===== src/rtl/lsu_bus_ctrl.sv =====
// MEM-stage load/store unit: one request/grant/response data-bus transaction per
// memory instruction, with byte-lane steering, load extension, misalign and timeout faults.
module lsu_bus_ctrl #(
  parameter int unsigned TIMEOUT = 255
) (
  input  logic        clk,
  input  logic        rst,
  input  logic        req_valid_i,
  input  logic        mem_we_i,
  input  logic        mem_re_i,
  input  logic [2:0]  mem_size_i,
  input  logic [31:0] addr_i,
  input  logic [31:0] wdata_i,
  input  logic [4:0]  rd_addr_i,
  output logic        stall_o,
  output logic        bus_req_o,
  output logic        bus_we_o,
  output logic [31:0] bus_addr_o,
  output logic [3:0]  bus_be_o,
  output logic [31:0] bus_wdata_o,
  input  logic        bus_gnt_i,
  input  logic        bus_rvalid_i,
  input  logic [31:0] bus_rdata_i,
  output logic        wb_valid_o,
  output logic [4:0]  wb_rd_addr_o,
  output logic [31:0] wb_data_o,
  output logic        misalign_o,
  output logic        fault_o
);

  localparam int unsigned CntW = $clog2(TIMEOUT + 1);

  typedef enum logic [1:0] {StIdle, StReq, StWait, StDone} state_e;

  state_e          state_q;
  logic [CntW-1:0] cnt_q;
  logic            we_q;
  logic            unsigned_q;
  logic [1:0]      size_q;
  logic [1:0]      off_q;
  logic [4:0]      rd_q;

  logic        is_byte;
  logic        is_half;
  logic        misaligned;
  logic        accept;
  logic        timeout_hit;
  logic [3:0]  be_new;
  logic [31:0] wdata_new;
  logic [7:0]  rbyte;
  logic [15:0] rhalf;
  logic [31:0] load_data;

  always_comb begin
    // Sizes other than B/H decode as a word, including the reserved encodings.
    is_byte    = (mem_size_i[1:0] == 2'b00);
    is_half    = (mem_size_i[1:0] == 2'b01);
    misaligned = (is_half & addr_i[0]) | (~is_byte & ~is_half & (addr_i[1:0] != 2'b00));
    // The fault cycle lets the pipeline move on, so the faulting instruction is not retried.
    accept     = (state_q == StIdle) & req_valid_i & (mem_we_i | mem_re_i) & ~fault_o;

    if (is_byte) begin
      be_new    = 4'b0001 << addr_i[1:0];
      wdata_new = {4{wdata_i[7:0]}};
    end else if (is_half) begin
      be_new    = addr_i[1] ? 4'b1100 : 4'b0011;
      wdata_new = {2{wdata_i[15:0]}};
    end else begin
      be_new    = 4'b1111;
      wdata_new = wdata_i;
    end
    if (!mem_we_i) wdata_new = '0;

    stall_o     = (accept & ~misaligned) | (state_q == StReq) | (state_q == StWait);
    timeout_hit = (cnt_q == CntW'(TIMEOUT - 1));
  end

  always_comb begin
    rbyte = bus_rdata_i[{off_q, 3'b000} +: 8];
    rhalf = off_q[1] ? bus_rdata_i[31:16] : bus_rdata_i[15:0];
    case (size_q)
      2'b00:   load_data = unsigned_q ? {24'h0, rbyte} : {{24{rbyte[7]}}, rbyte};
      2'b01:   load_data = unsigned_q ? {16'h0, rhalf} : {{16{rhalf[15]}}, rhalf};
      default: load_data = bus_rdata_i;
    endcase
  end

  always_ff @(posedge clk or posedge rst) begin
    if (rst) begin
      state_q      <= StIdle;
      cnt_q        <= '0;
      we_q         <= 1'b0;
      unsigned_q   <= 1'b0;
      size_q       <= 2'b00;
      off_q        <= 2'b00;
      rd_q         <= 5'd0;
      bus_req_o    <= 1'b0;
      bus_we_o     <= 1'b0;
      bus_addr_o   <= '0;
      bus_be_o     <= '0;
      bus_wdata_o  <= '0;
      wb_valid_o   <= 1'b0;
      wb_rd_addr_o <= 5'd0;
      wb_data_o    <= '0;
      misalign_o   <= 1'b0;
      fault_o      <= 1'b0;
    end else begin
      wb_valid_o <= 1'b0;
      misalign_o <= 1'b0;
      fault_o    <= 1'b0;
      unique case (state_q)
        StIdle: begin
          if (accept) begin
            if (misaligned) begin
              misalign_o <= 1'b1;
            end else begin
              state_q     <= StReq;
              cnt_q       <= '0;
              we_q        <= mem_we_i;
              unsigned_q  <= mem_size_i[2];
              size_q      <= mem_size_i[1:0];
              off_q       <= addr_i[1:0];
              rd_q        <= rd_addr_i;
              bus_req_o   <= 1'b1;
              bus_we_o    <= mem_we_i;
              bus_addr_o  <= {addr_i[31:2], 2'b00};
              bus_be_o    <= be_new;
              bus_wdata_o <= wdata_new;
            end
          end
        end
        StReq: begin
          if (timeout_hit) begin
            state_q   <= StIdle;
            bus_req_o <= 1'b0;
            fault_o   <= 1'b1;
          end else begin
            cnt_q <= cnt_q + 1'b1;
            if (bus_gnt_i) begin
              state_q   <= StWait;
              bus_req_o <= 1'b0;
            end
          end
        end
        StWait: begin
          if (timeout_hit) begin
            state_q <= StIdle;
            fault_o <= 1'b1;
          end else begin
            cnt_q <= cnt_q + 1'b1;
            if (bus_rvalid_i) begin
              state_q <= StDone;
              if (!we_q) begin
                wb_valid_o   <= (rd_q != 5'd0);
                wb_rd_addr_o <= rd_q;
                wb_data_o    <= load_data;
              end
            end
          end
        end
        StDone: begin
          state_q <= StIdle;
        end
        default: state_q <= StIdle;
      endcase
    end
  end

endmodule


===== config.mk =====
export PLATFORM = sky130hd
export DESIGN_NAME = lsu_bus_ctrl
export DESIGN_NICKNAME = d
export VERILOG_FILES = /design/src/rtl/lsu_bus_ctrl.sv
export SDC_FILE = /design/constraint.sdc
export NUM_CORES = 1
export LEC_CHECK = 0
export ABC_AREA = 1
export CAP_MARGIN = 40
export CORE_MARGIN = 4
export CORE_UTILIZATION = 41
export CTS_CLUSTER_DIAMETER = 150
export DETAILED_ROUTE_END_ITERATION = 12
export PLACE_DENSITY = 0.76
export SLEW_MARGIN = 25
export SYNTH_ARGS = -nofsm -noshare
export SYNTH_HDL_FRONTEND = slang
export SYNTH_SLANG_ARGS = --single-unit

===== constraint.sdc =====
create_clock -name clk -period 3.9 [get_ports clk]
set_input_delay 0.585 -clock clk [delete_from_list [all_inputs] [get_ports clk]]
set_output_delay 0.585 -clock clk [all_outputs]
set_load 0.05 [all_outputs]

==> results.py <==
metrics = {
    "routing": {
        "viasPerCell": 4.730,
        "totalWireLength_mm": 18.40,
        "wl_per_cell_um": 14.12,
        "drc": 0,
        "drtAntennaViolNets": 0,
        "initialDrtViolationCount": 410,
        "dr.pass1.iters": 6,
        "via_count": 6163,
    },
    "cts": {
        "cts-resized-gates": 0,
        "htree_num_levels": 4,
        "clk_path_buf_depth": 2,
        "cts_tree": "built",
        "cts_setup_buffers": 0,
        "cts.sinks": 128,
        "holdBufCountCts": 0,
        "clk_latency_ns": 0.41,
        "clock-root-buffer": "clkbuf_16",
        "cts.reportedPaths.clkPinSlew_ns": 0.06,
        "cts_inserted_buffers": 17,
    },
    "run_status": {
        "outcome": "completed",
    },
    "yosys": {
        "synth_seq_cells": 128,
        "synth_ff_type": "dfrtp_1",
        "synth_cells": 869,
        "mappedNetlistArea_mm2": 0.006420,
        "synth_cell_types": 34,
        "yosysWarningCount": 0,
        "avgSynthCellArea_um2": 7.388,
        "ys_async_sr_fraction": 1.000,
        "synth_edf_count": 0,
        "seq_area_frac_synth": 0.4989,
    },
    "power_and_ir_drop": {
        "cellPowerDensity_mw_per_mm2": 919.4,
        "irDropWorstVdd_v": 0.0004790,
        "leakage_uw": 0.004899,
        "power_uw": 8666,
    },
    "sta": {
        "worst_hold_slack_ns": 0.4661,
        "slew_headroom": 0.5084,
        "skew_ns": 0.007923,
        "finalSetupTns_ns": 0,
        "setup_viol": 0,
        "period_needed_ns": 2.677,
        "period_share": 0.6865,
        "tightest_slew_ns": 0.7374,
        "maxSlewViolCount": 0,
        "finalHoldViolCount": 0,
        "timing.fmax_mhz": 373.5,
        "rsz0062_at_grt": "no",
    },
    "floorplan": {
        "die_area_mm2": 0.01772,
        "io_pins": 222,
        "rows": 45,
        "die_w_um": 133.1,
        "core_mm2": 0.01526,
        "initial_core_util": 0.4207,
        "die_h_um": 133.1,
    },
    "grt": {
        "grt_pass1_wl_mm": 30.10,
        "antenna_found_initial": 0,
        "grt_start_max_net_pins": 76,
        "gr-total-overflow": 0,
        "grt_pass1_vias": 6046,
        "grt_util_all_layers": 0.2094,
    },
    "placed_design": {
        "dpl.cell_count": 1270,
        "gp_congestion": 0.8845,
        "dp_hpwl_mm": 13.22,
        "io_buffers": 219,
    },
    "worst_hold_path": {
        "hp-class": "register to register",
        "hold_depth": 2,
    },
    "layout": {
        "final_core_util": 0.6178,
        "nets": 1195,
        "syn_to_final_growth_pct": 46.83,
        "diodes": 0,
        "drive_above_1_share": 0.04853,
        "instances_no_fill": 1303,
    },
    "critical_path": {
        "crit_type": "register to output port",
        "r2r_cells": 9,
        "cp-start-kind": "register",
        "critPathMaxFanout": 17,
        "end_kind": "output port",
        "critPathRequiredTime_ns": 3.31,
        "cp.arrival_ns": 2.09,
    },
    "run": {
        "drv_cap": 0,
    },
}
layout make-up:
cell class	instances	area, um^2
Multi-Input combinational cell	631	2695
Sequential cell	128	3203
Fill cell	1339	5832
Inverter	72	274.0
Clock inverter	9	202.7
Timing Repair Buffer	229	2310
Tap cell	211	264.0
Clock buffer	23	478.0
kinds of logic (layout without fill, tap and decap cells):
logic type,after synthesis,count (layout),synth area share
other cells,1,2,0.0005841
flops,128,128,0.4989
buf+inv,111,333,0.08185
compound gates,82,82,0.07328
fa+ha+maj,5,5,0.009745
xor+xnor,2,2,0.002729
simple gates,540,540,0.3329
report_power, final:
part           internal, uW  leakage (uW)  total, uW  switching (uW)
Clock                  1250      0.000332       1810             559
Combinational          1470       0.00296       4570            3090
Sequential             1910       0.00161       2290             375
state kept, by name, summed over array words and instances, names as in the netlist, 4 cells and up:
name / flops
wb_rd_addr_o: 5
bus_addr_o: 30
rd_q: 5
cnt_q: 8
bus_wdata_o: 32
wb_data_o: 32
bus_be_o: 4
worst max-delay path, cell delays in order, from the launching register on:
cell     delay [ns]
dfrtp_1        0.40
inv_1          0.09
ha_1           0.26
inv_1          0.08
nor2_1         0.09
nand2_1        0.15
a21oi_4        0.17
inv_2          0.15
nand2_1        0.14
buf_12         0.15
routing by layer:
| layer | GRT usage | routed length, um |
|---|---|---|
| met5 | 0 | 0 |
| met4 | 0.07657 | 461 |
| met3 | 0.05816 | 1511 |
| met2 | 0.3363 | 8610 |
| met1 | 0.2724 | 7813 |
cell usage in the layout, fill, tap and decap left out, types with 2 or more instances in the layout:
cell type	netlist	routed
a21boi_0	3	3
a21boi_1	13	13
a21oi_1	20	20
buf_12	0	2
buf_4	5	8
bufinv_16	0	6
clkbuf_1	6	3
clkbuf_16	0	17
clkbuf_8	0	3
clkdlybuf4s50_1	0	218
clkinv_4	0	2
conb_1	1	2
dfrtp_1	128	128
ha_1	5	5
inv_1	68	67
inv_2	4	4
nand2_1	451	451
nand2_2	2	2
nand3_1	38	38
nor2_1	39	39
o21ai_0	42	42
through the flow:
step / worst slack [ns] / instance area (um^2)
6_report: 1.223 / 9427
2_1_floorplan: 1.630 / 6427
3_3_place_gp: 0.9537 / 8718
4_1_cts: 1.194 / 9399
3_5_place_dp: 0.9026 / 8718
5_1_grt: 1.023 / 9427
synth_stat cells, types with 2 or more instances:
cell	instances	area (um^2)
a21boi_0	3	22.52
a21boi_1	13	97.59
a21oi_1	20	100.1
buf_2	18	90.09
buf_4	5	37.54
buf_6	9	101.4
clkbuf_1	6	22.52
dfrtp_1	128	3203
ha_1	5	62.56
inv_1	68	255.2
inv_2	4	15.01
nand2_1	451	1693
nand2_2	2	12.51
nand3_1	38	190.2
nor2_1	39	146.4
o21ai_0	42	210.2
worst paths after layout:
kind	startpoint	endpoint	slack, ns
min	bus_addr_o[13]	bus_addr_o[13]	0.47
max in group asynchronous	rst	bus_addr_o[13]	2.49
min reg2reg	bus_addr_o[13]	bus_addr_o[13]	0.47
min in group asynchronous	rst	bus_be_o[2]	0.51
max	state_q[0]	stall_o	1.22
max reg2reg	state_q[0]	bus_wdata_o[29]	1.28
Power figures use the tool's default switching activity.
